[config.mk]
export PLATFORM = sky130hd
export DESIGN_NAME = seq_mul32
export DESIGN_NICKNAME = d
export VERILOG_FILES = /design/src/rtl/mul_pkg.sv /design/src/rtl/cla32.sv /design/src/rtl/seq_mul32.sv
export SDC_FILE = /design/constraint.sdc
export NUM_CORES = 1
export LEC_CHECK = 0
export BUFFER_PORTS_ARGS = -buffer_cell sky130_fd_sc_hd__buf_2
export CORE_AREA = 2 2 170 172
export CTS_CLUSTER_DIAMETER = 40
export CTS_CLUSTER_SIZE = 12
export DETAILED_ROUTE_END_ITERATION = 16
export DIE_AREA = 0 0 172 174
export HOLD_SLACK_MARGIN = 0.1
export SETUP_SLACK_MARGIN = 0.2
export SLEW_MARGIN = 20
export SYNTH_ARGS = -nofsm -noshare
export SYNTH_HDL_FRONTEND = slang
export SYNTH_SLANG_ARGS = --single-unit
[constraint.sdc]
create_clock -name clk -period 4.8 [get_ports clk]
set_clock_uncertainty 0.05 [all_clocks]
set_input_delay 0.96 -clock clk [delete_from_list [all_inputs] [get_ports clk]]
set_output_delay 0.96 -clock clk [all_outputs]
set_load 0.02 [all_outputs]
[src/rtl/mul_pkg.sv]
// Shared definitions for the iterative RV32M multiplier.
package mul_pkg;

    // op encodings, as presented on the op port
    localparam logic [1:0] MUL_OP_MUL    = 2'b00;
    localparam logic [1:0] MUL_OP_MULH   = 2'b01;
    localparam logic [1:0] MUL_OP_MULHSU = 2'b10;
    localparam logic [1:0] MUL_OP_MULHU  = 2'b11;

    // Number of shift-add steps, one per multiplier bit
    localparam int MUL_ITERS = 32;

    typedef enum logic [1:0] {
        IDLE = 2'b00,
        CALC = 2'b01,
        FIX  = 2'b10
    } mul_state_t;

    // Two's-complement magnitude of a 32-bit value when it is treated as negative
    function automatic logic [31:0] mag32(input logic [31:0] v, input logic is_neg);
        return is_neg ? (~v + 32'd1) : v;
    endfunction

endpackage

[src/rtl/cla32.sv]
// 32-bit carry-lookahead adder: 4-bit lookahead groups, group carries chained.
module cla32 (
    input  logic [31:0] a_i,
    input  logic [31:0] b_i,
    input  logic        cin_i,
    output logic [31:0] sum_o,
    output logic        cout_o
);

    logic [31:0] g;
    logic [31:0] p;
    logic [32:0] c;

    assign g = a_i & b_i;
    assign p = a_i ^ b_i;

    // Per-group lookahead; ci carries the group carry into the next group
    always_comb begin
        logic [3:0] gg;
        logic [3:0] pp;
        logic       ci;
        c  = '0;
        gg = '0;
        pp = '0;
        ci = cin_i;
        c[0] = cin_i;
        for (int k = 0; k < 8; k++) begin
            gg = g[4*k +: 4];
            pp = p[4*k +: 4];
            c[4*k+1] = gg[0] | (pp[0] & ci);
            c[4*k+2] = gg[1] | (pp[1] & gg[0]) | (pp[1] & pp[0] & ci);
            c[4*k+3] = gg[2] | (pp[2] & gg[1]) | (pp[2] & pp[1] & gg[0])
                     | ((&pp[2:0]) & ci);
            ci       = gg[3] | (pp[3] & gg[2]) | (pp[3] & pp[2] & gg[1])
                     | (pp[3] & pp[2] & pp[1] & gg[0]) | ((&pp) & ci);
            c[4*k+4] = ci;
        end
    end

    assign sum_o  = p ^ c[31:0];
    assign cout_o = c[32];

endmodule

[src/rtl/seq_mul32.sv]
// Iterative radix-2 shift-add multiplier for MUL/MULH/MULHSU/MULHU.
// Operands are reduced to magnitudes at accept, multiplied unsigned over
// 32 cycles through one cla32, and the sign is re-applied in a single FIX cycle.
module seq_mul32
    import mul_pkg::*;
#(
    parameter int ITERATIONS = MUL_ITERS  // only 32 is meaningful
) (
    input  logic        clk,
    input  logic        rst_n,
    input  logic        start,
    input  logic [1:0]  op,
    input  logic [31:0] rs1,
    input  logic [31:0] rs2,
    output logic        busy,
    output logic        done,
    output logic [31:0] result
);

    localparam logic [4:0] LAST_CNT = 5'(ITERATIONS - 1);

    mul_state_t  state_q;
    logic [31:0] mcand_q;
    // High partial product. The architectural bit 32 of acc is always zero
    // after a shift, so only bits [31:0] are stored.
    logic [31:0] acc_q;
    logic [31:0] mplier_q;
    logic [4:0]  cnt_q;
    logic        neg_q;
    logic [1:0]  op_q;
    logic        busy_q;
    logic        done_q;
    logic [31:0] result_q;

    // Accept-time operand interpretation
    logic        s1_neg;
    logic        s2_neg;
    logic [31:0] mcand_d;
    logic [31:0] mplier_d;

    // Datapath
    logic [31:0] addend;
    logic [31:0] sum;
    logic        cout;
    logic [63:0] prod_mag;
    logic [63:0] prod_fix;

    // Signedness follows the op: rs1 signed for MULH/MULHSU, rs2 only for MULH
    always_comb begin
        s1_neg   = ((op == MUL_OP_MULH) || (op == MUL_OP_MULHSU)) && rs1[31];
        s2_neg   = (op == MUL_OP_MULH) && rs2[31];
        mcand_d  = mag32(rs1, s1_neg);
        mplier_d = mag32(rs2, s2_neg);
    end

    assign addend = mplier_q[0] ? mcand_q : 32'd0;

    cla32 u_cla (
        .a_i    (acc_q),
        .b_i    (addend),
        .cin_i  (1'b0),
        .sum_o  (sum),
        .cout_o (cout)
    );

    // 64-bit negate only feeds the FIX-cycle result write
    assign prod_mag = {acc_q, mplier_q};
    assign prod_fix = neg_q ? (~prod_mag + 64'd1) : prod_mag;

    // Control FSM and datapath registers with registered handshake outputs
    always_ff @(posedge clk or negedge rst_n) begin
        if (!rst_n) begin
            state_q  <= IDLE;
            mcand_q  <= '0;
            acc_q    <= '0;
            mplier_q <= '0;
            cnt_q    <= '0;
            neg_q    <= 1'b0;
            op_q     <= '0;
            busy_q   <= 1'b0;
            done_q   <= 1'b0;
            result_q <= '0;
        end else begin
            done_q <= 1'b0;
            case (state_q)
                IDLE: begin
                    if (start) begin
                        mcand_q  <= mcand_d;
                        mplier_q <= mplier_d;
                        acc_q    <= '0;
                        cnt_q    <= '0;
                        neg_q    <= s1_neg ^ s2_neg;
                        op_q     <= op;
                        busy_q   <= 1'b1;
                        state_q  <= CALC;
                    end
                end
                CALC: begin
                    // {cout, sum, mplier} >> 1 lands in {acc, mplier}
                    acc_q    <= {cout, sum[31:1]};
                    mplier_q <= {sum[0], mplier_q[31:1]};
                    if (cnt_q == LAST_CNT) begin
                        state_q <= FIX;
                    end else begin
                        cnt_q <= cnt_q + 5'd1;
                    end
                end
                FIX: begin
                    result_q <= (op_q == MUL_OP_MUL) ? prod_fix[31:0] : prod_fix[63:32];
                    done_q   <= 1'b1;
                    busy_q   <= 1'b0;
                    state_q  <= IDLE;
                end
                default: state_q <= IDLE;
            endcase
        end
    end

    assign busy   = busy_q;
    assign done   = done_q;
    assign result = result_q;

endmodule

==> PnR_summary.wiki, run 1 <==
{| class="wikitable"
! Metric !! Value
|-
| Cts repair resizes || 0
|-
| Standard cell area after detailed placement || 10700 um^2
|-
| Class of the worst hold path || reg2reg
|-
| Final std cell area, no fill || 11300 um^2
|-
| Final number of setup-violating endpoints || 0
|-
| Sum of net half-perimeters after detailed placement || 20400 um
|-
| Required time worst endpoint || 5.02 ns
|-
| Fraction of layout cells with a size suffix above 1 || 0.138
|-
| Top cells by count, synth || o21ai_0, dfrtp_1, nand2_1
|-
| Number of cells produced by synthesis || approximately 1100
|-
| Met3 usage || 0.0285
|-
| RSZ-0062 raised after global routing || false
|-
| Category of cells accounting for the largest share of critical-path delay || compound AO/OA/AOI/OAI gates
|-
| Final standard cell utilization of the core || 0.401
|-
| CTS tree || built
|-
| Critical path's slowest cell || dfrtp_1
|-
| Final number of max-transition violations || 0
|-
| Number of global-route vias before repair || slightly above 8000
|-
| Number of hold violations in the final report || 0
|-
| MaxCap Viol Count || 0
|-
| Gr busiest metal || met2
|-
| Slew headroom || 0.369
|-
| Worst stage delay on the critical path || 0.71 ns
|-
| Total via count in the routed design || 8655
|-
| Met2 GRT Util || 0.292
|-
| YS warnings || 0
|-
| Number of placement rows || 62
|-
| Largest driver fanout on the critical path || 20
|-
| Share of Yosys cell area claimed by the top area cell type || 0.360
|-
| Starting density of the core || 0.345
|-
| Mean number of vias per cell || between 5 and 6
|-
| Crit path launch type || register
|-
| Overall die area || 29900 um^2
|-
| Iteration count of the initial detailed-routing pass || 5
|-
| Overall power after layout || 7.36 mW
|-
| First-pass GRT wire length || 43600 um
|-
| Critical path cell sequence || buf_4 > and2_1 > ha_1 > a21oi_1 > o21ai_0 > nor4_1 > o21bai_1 > a21o_1 > a21o_1 > fa_1 > xnor2_1 > o21ai_0
|-
| Number of logic stages on the critical path including buffering || 12
|-
| Run status || complete, no violations
|-
| Power density normalized to cell area || 650 nW/um^2
|-
| DIE WIDTH || roughly 170 um
|-
| FF+latch count, synth || 140
|-
| Count of clock tree sinks || 140
|-
| Total wire length after detailed routing || 27300 um
|-
| Met1 layer usage reported by global route || 0.261
|-
| Average routed wire per standard cell || 16.9 um
|-
| Worst hold path cell count || 2
|-
| DRC || 0
|-
| Num ports || between 100 and 150
|-
| Die height || 174 um
|-
| Top flip-flop cell by instance count after synthesis || dfrtp_1
|-
| Largest net degree at the start of global routing || 97
|-
| CTS buffer count || 17
|-
| CP arrival || 4.19 ns
|-
| Cell taking the most area after synthesis || dfrtp_1
|-
| Number of nets with antenna violations after detailed routing || 0
|-
| Number of cells on the worst reg-to-reg path || 12
|-
| Count of buffers inserted at the top-level ports || 102
|-
| Number of enable-type register cells in the synthesized netlist || 0
|-
| Number of diodes || 0
|-
| Category of the critical setup timing path || reg2reg
|-
| Clk root buf || clkbuf_16
|-
| First DRT Iteration DRCs || 693
|-
| Worst Setup End Kind || register
|-
| Lkg Pwr || 4.93 nW
|-
| Global-route congestion overflow total || 0
|-
| Share of the clock period used by the worst path after layout || 0.826
|-
| Total core area || 28200 um^2
|-
| Area of the mapped netlist || 9730 um^2
|-
| Signed area change from the synthesized netlist to the final layout || 16.2%
|-
| Number of different library cells in the post-synthesis netlist || 66
|-
| Post-Synthesis Net Count || 1258
|-
| Final weighted congestion in routability-driven placement || 0.851
|-
| Minimum period implied by the final worst setup slack || about 4 ns
|-
| Antenna violations before repair || 1
|-
| Maximum clock insertion buffer count || 2
|-
| Measured slew at the worst slew-check pin || 0.944 ns
|-
| Share of synthesized registers carrying an async set or reset || 1.00
|-
| Total Routing Usage GR || 0.184
|-
| Critical path buffers and inverters || 1
|-
| Avg Inst Size Synth || 8.52 um^2
|-
| Maximum vdd drop || 0.000291 V
|-
| CTS HTree Levels || 4
|-
| Clock transition at the register clock pins on the worst setup and hold paths after CTS || 0.06 ns
|-
| Leading post-synthesis cells by cell area || dfrtp_1, o21ai_0, xnor2_1, nand2_1, ha_1
|-
| Later-pin clock latency in the skew report || 0.42 ns
|-
| Cts hold-fix bufs || 0
|-
| Buffers inserted by post-CTS timing repair || 0
|-
| Worst hold slack after final layout || 0.420 ns
|-
| Cell with the most instances after synthesis || o21ai_0
|-
| Seq/Total Area, Yosys || 0.360
|-
| Max Fclk || 252 MHz
|-
| Total negative setup slack || 0 ns
|-
| Net total in the final layout || roughly 1300
|}
[worst min-delay path: cells and delay by family, from the launching register on]
| family | cells | cell delay (ns) |
|---|---|---|
| simple gates | 1 | 0.04 |
| flops | 1 | 0.34 |
| compound gates | 1 | 0.05 |
[metal layers]
metal  routed length (um)  vias to the layer above  part of all wire
li1                     -                     4272                 -
met1                12900                     4148              0.47
met2                12600                      208              0.46
met3                 1240                       25             0.046
met4                  493                        2             0.018
met5                   13                        -           0.00048
[per-stage QoR]
step / std cells / setup WS, ns
after floorplan: 1143 / 1.46
after global placement: 1584 / 1.02
after detailed placement: 1585 / 0.993
after CTS: 1617 / 0.918
after global routing: 1617 / 0.541
final: 1617 / 0.833
[placed cells by master (no fill, tap or decap), drive strengths merged, types with 23 or more instances in the layout]
master	count
a21oi	65
a22oi	30
and2	36
buf	117
dfrtp	140
ha	38
inv	28
nand2	128
nand3	45
nor2	70
nor3	24
o21ai	150
o31ai	23
xnor2	76
xor2	52
[cell families after synthesis]
group	count (synthesis)	synth area share
AO/OA/AOI/OAI	341	0.214
XOR/XNOR	128	0.115
adder cells (fa/ha/maj)	46	0.0653
buffers and inverters	85	0.0329
flip-flops	140	0.360
multiplexers	7	0.00733
AND/OR/NAND/NOR	396	0.206
[cell type report]
cell class / instances / area (um^2)
timing repair buffer: 117 / 646
tap: 384 / 480
fill: 2927 / 16900
multi-input combinational: 918 / 5920
clock inverter: 13 / 210
inverter: 26 / 97.6
sequential: 140 / 3500
clock buffer: 19 / 453
[worst paths after layout]
kind / start / end / slack (ns)
worst max register to register: mplier_q[0] / acc_q[28] / 0.83
worst max-delay path: mplier_q[0] / acc_q[28] / 0.83
worst min-delay path: result[22] / result[22] / 0.42
worst min register to register: result[22] / result[22] / 0.42
min in group asynchronous: rst_n / cnt_q[0] / 0.47
max in group asynchronous: rst_n / acc_q[30] / 3.26
[flip-flops by register name, summed over array words and instances (netlist names)]
| name | count |
|---|---|
| acc_q | 32 |
| mcand_q | 32 |
| mplier_q | 32 |
| result | 32 |
| cnt_q | 5 |
| op_q | 2 |
| state_q | 2 |
| busy | 1 |
| done | 1 |
| neg_q | 1 |
[where the power goes]
part | switching [mW] | leakage [nW] | internal [mW]
sequential | 0.760 | 1.77 | 1.70
clock | 0.535 | 0.320 | 0.953
combinational | 1.99 | 2.84 | 1.42
total | 3.29 | 4.93 | 4.07
Power figures use the tool's default switching activity.
==> inputs of run 2 (changes only) <==
==> constraint.sdc (replaced) <==
create_clock -name clk -period 3.25 [get_ports clk]
set_clock_uncertainty 0.05 [all_clocks]
set_input_delay 0.65 -clock clk [delete_from_list [all_inputs] [get_ports clk]]
set_output_delay 0.65 -clock clk [all_outputs]
set_load 0.02 [all_outputs]
==> run 2 against run 1 <==
Against the previous run:
- non-clock buffer count grew 45
- first-iteration DRC count shrank 9.7%
- worst setup slack lost 0.65 ns
- via count grew 2.5%
- routed wire length grew 2.0%
- critical path type unchanged
- highest routed layer unchanged
- sequential share of layout area shrank 1.4 points
- cell area grew 5.0%
- worst hold slack lost 0.28 ns
==> PnR_summary.wiki, run 2 (synthesis gave the netlist of run 1 again) <==
{| class="wikitable"
! Metric !! Value
|-
| Worst stage delay on the critical path || 0.52 ns (-0.19 ns)
|-
| CTS tree || built
|-
| Multi-input logic area || 6200 um^2 (+4.8%)
|-
| Number of placement rows || 62 (unchanged)
|-
| Signed area change from the synthesized netlist to the final layout || 22.1%
|-
| Category of cells accounting for the largest share of critical-path delay || compound AO/OA/AOI/OAI gates
|-
| Total via count in the routed design || 8873 (+2.5%)
|-
| Critical path buffers and inverters || 1 (unchanged)
|-
| Die height || 174 um (unchanged)
|-
| Final instance count without filler cells || 1660 (+2.7%)
|-
| Worst hold slack after final layout || 0.144 ns (-0.276 ns)
|-
| Run status || complete, no violations
|-
| Global-route congestion overflow total || 0 (unchanged)
|-
| Maximum clock insertion buffer count || 2 (unchanged)
|-
| Net total in the final layout || 1380 (+3.4%)
|-
| Final number of max-transition violations || 0 (unchanged)
|-
| Total Routing Usage GR || 0.188 (+0.00373)
|-
| MaxCap Viol Count || 0 (unchanged)
|-
| Fraction of layout cells with a size suffix above 1 || 0.200 (+0.0620)
|-
| Slew headroom || 0.472 (+0.103)
|-
| Worst Setup End Kind || register
|-
| Overall die area || 29900 um^2 (unchanged)
|-
| Mean number of vias per cell || 5.35 (-0.14%)
|-
| Minimum period implied by the final worst setup slack || 3.07 ns (-0.900 ns)
|-
| Number of cells on the worst reg-to-reg path || 13 (+1)
|-
| Measured slew at the worst slew-check pin || 0.790 ns (-0.154 ns)
|-
| Placed Instances || 1618 (+2.1%)
|-
| Lkg Pwr || 5.19 nW (+5.4%)
|-
| Number of logic stages on the critical path including buffering || 13 (+1)
|-
| DRC || 0 (unchanged)
|-
| Total wire length after detailed routing || 27800 um (+2.0%)
|-
| Fillcell total || 2868 (-2.0%)
|-
| Number of nets with antenna violations after detailed routing || 0 (unchanged)
|-
| Final weighted congestion in routability-driven placement || 0.859 (+0.95%)
|-
| Register cell area after layout || 3510 um^2 (+0.14%)
|-
| Count of buffers inserted at the top-level ports || 102 (unchanged)
|-
| Number of diodes || 0 (unchanged)
|-
| Sum of net half-perimeters after detailed placement || 21000 um (+2.6%)
|-
| Average routed wire per standard cell || 16.7 um (-0.68%)
|-
| Power density normalized to cell area || 953 nW/um^2 (+47%)
|-
| Count of clock tree sinks || 140 (unchanged)
|-
| Setup ws final || 0.184 ns (-0.650 ns)
|-
| Antenna violations before repair || 1 (unchanged)
|-
| CTS HTree Levels || 4 (unchanged)
|-
| Worst slack at placement || -0.0581 ns (-1.05 ns)
|-
| Final number of setup-violating endpoints || 0 (unchanged)
|-
| Max Fclk || 326 MHz (+29%)
|-
| Clk root buf || clkbuf_16
|-
| Required time worst endpoint || 3.56 ns (-1.46 ns)
|-
| Critical path's slowest cell || fa_2
|-
| First DRT Iteration DRCs || 626 (-9.7%)
|-
| Crit path launch type || register
|-
| DIE WIDTH || 172 um (unchanged)
|-
| Largest driver fanout on the critical path || 9 (-55%)
|-
| Num ports || 103 (unchanged)
|-
| First-pass GRT wire length || 44700 um (+2.5%)
|-
| Commonest cells after routing, fill and taps aside || o21ai_0, dfrtp_1, nand2_1
|-
| Iteration count of the initial detailed-routing pass || 5 (unchanged)
|-
| Class of the worst hold path || in2async
|-
| CTS buffer count || 17 (unchanged)
|-
| Later-pin clock latency in the skew report || 0.42 ns (about the same)
|-
| Clock transition at the register clock pins on the worst setup and hold paths after CTS || 0.06 ns (about the same)
|-
| Number of global-route vias before repair || 8403 (+2.7%)
|-
| Final standard cell utilization of the core || 0.421 (+0.0201)
|-
| Starting density of the core || 0.345 (unchanged)
|-
| Number of hold violations in the final report || 0 (unchanged)
|-
| Critical path cell sequence || buf_12 > and2_4 > ha_4 > a21oi_4 > nor2_1 > a211o_1 > nor4_4 > o21bai_2 > a21o_1 > a21o_1 > fa_2 > nand2_1 > nand2_1
|-
| Maximum vdd drop || 0.000451 V (+55%)
|-
| Share of the clock period used by the worst path after layout || 0.944 (+0.117)
|-
| Largest net degree at the start of global routing || 127 (+31%)
|-
| Total core area || 28200 um^2 (unchanged)
|-
| Category of the critical setup timing path || reg2reg
|-
| RSZ-0062 raised after global routing || true
|-
| CP arrival || 3.37 ns (-0.82 ns)
|}
## run 2: path summary, 6_finish.rpt
| check | startpoint | endpoint | slack [ns] |
|---|---|---|---|
| setup / recovery | mplier_q[0] | acc_q[27] | 0.18 |
| hold / removal | rst_n | result[25] | 0.14 |
| max in group asynchronous | rst_n | mcand_q[28] | 2.16 |
| setup reg to reg | mplier_q[0] | acc_q[27] | 0.18 |
| min in group clk | op[0] | op_q[0] | 0.41 |
| hold reg to reg | result[30] | result[30] | 0.42 |
## run 2: what timing repair did
item	CTS	global route
setup buffers	5	7
pin swaps	7	15
resized for setup	11	37
hold buffers	0	0
endpoints found under the setup margin	10	21
## run 2: cell type report
cell class	count	share of cell area
Clock inverter	12	0.0124
Inverter	26	0.00821
Timing Repair Buffer	162	0.0844
Clock buffer	18	0.0370
Multi-Input combinational cell	918	0.522
Tap cell	384	0.0404
Sequential cell	140	0.295
## run 2: where the power goes
part           internal, mW  total (mW)  switching (mW)
Clock                  1.21        1.96           0.745
Combinational          2.56        5.92            3.36
Sequential             2.52        3.45           0.925
## run 2: routing by layer
metal  share of wire  wire [um]  vias up  track usage
li1                -          -     4351            -
met1            0.47      13100     4278        0.266
met2            0.46      12800      205        0.295
met3           0.047       1300       37       0.0291
met4           0.021        579        2       0.0571
met5         0.00047         13        -            0
## run 2: stage by stage
step	power, mW	cell area, um^2	setup TNS [ns]
2_1_floorplan	7.15	9850	0
3_3_place_gp	8.91	11000	-0.0691
3_5_place_dp	9.02	11000	-0.109
4_1_cts	11.1	11700	0
5_1_grt	12.3	11900	0
6_report	11.3	11900	0
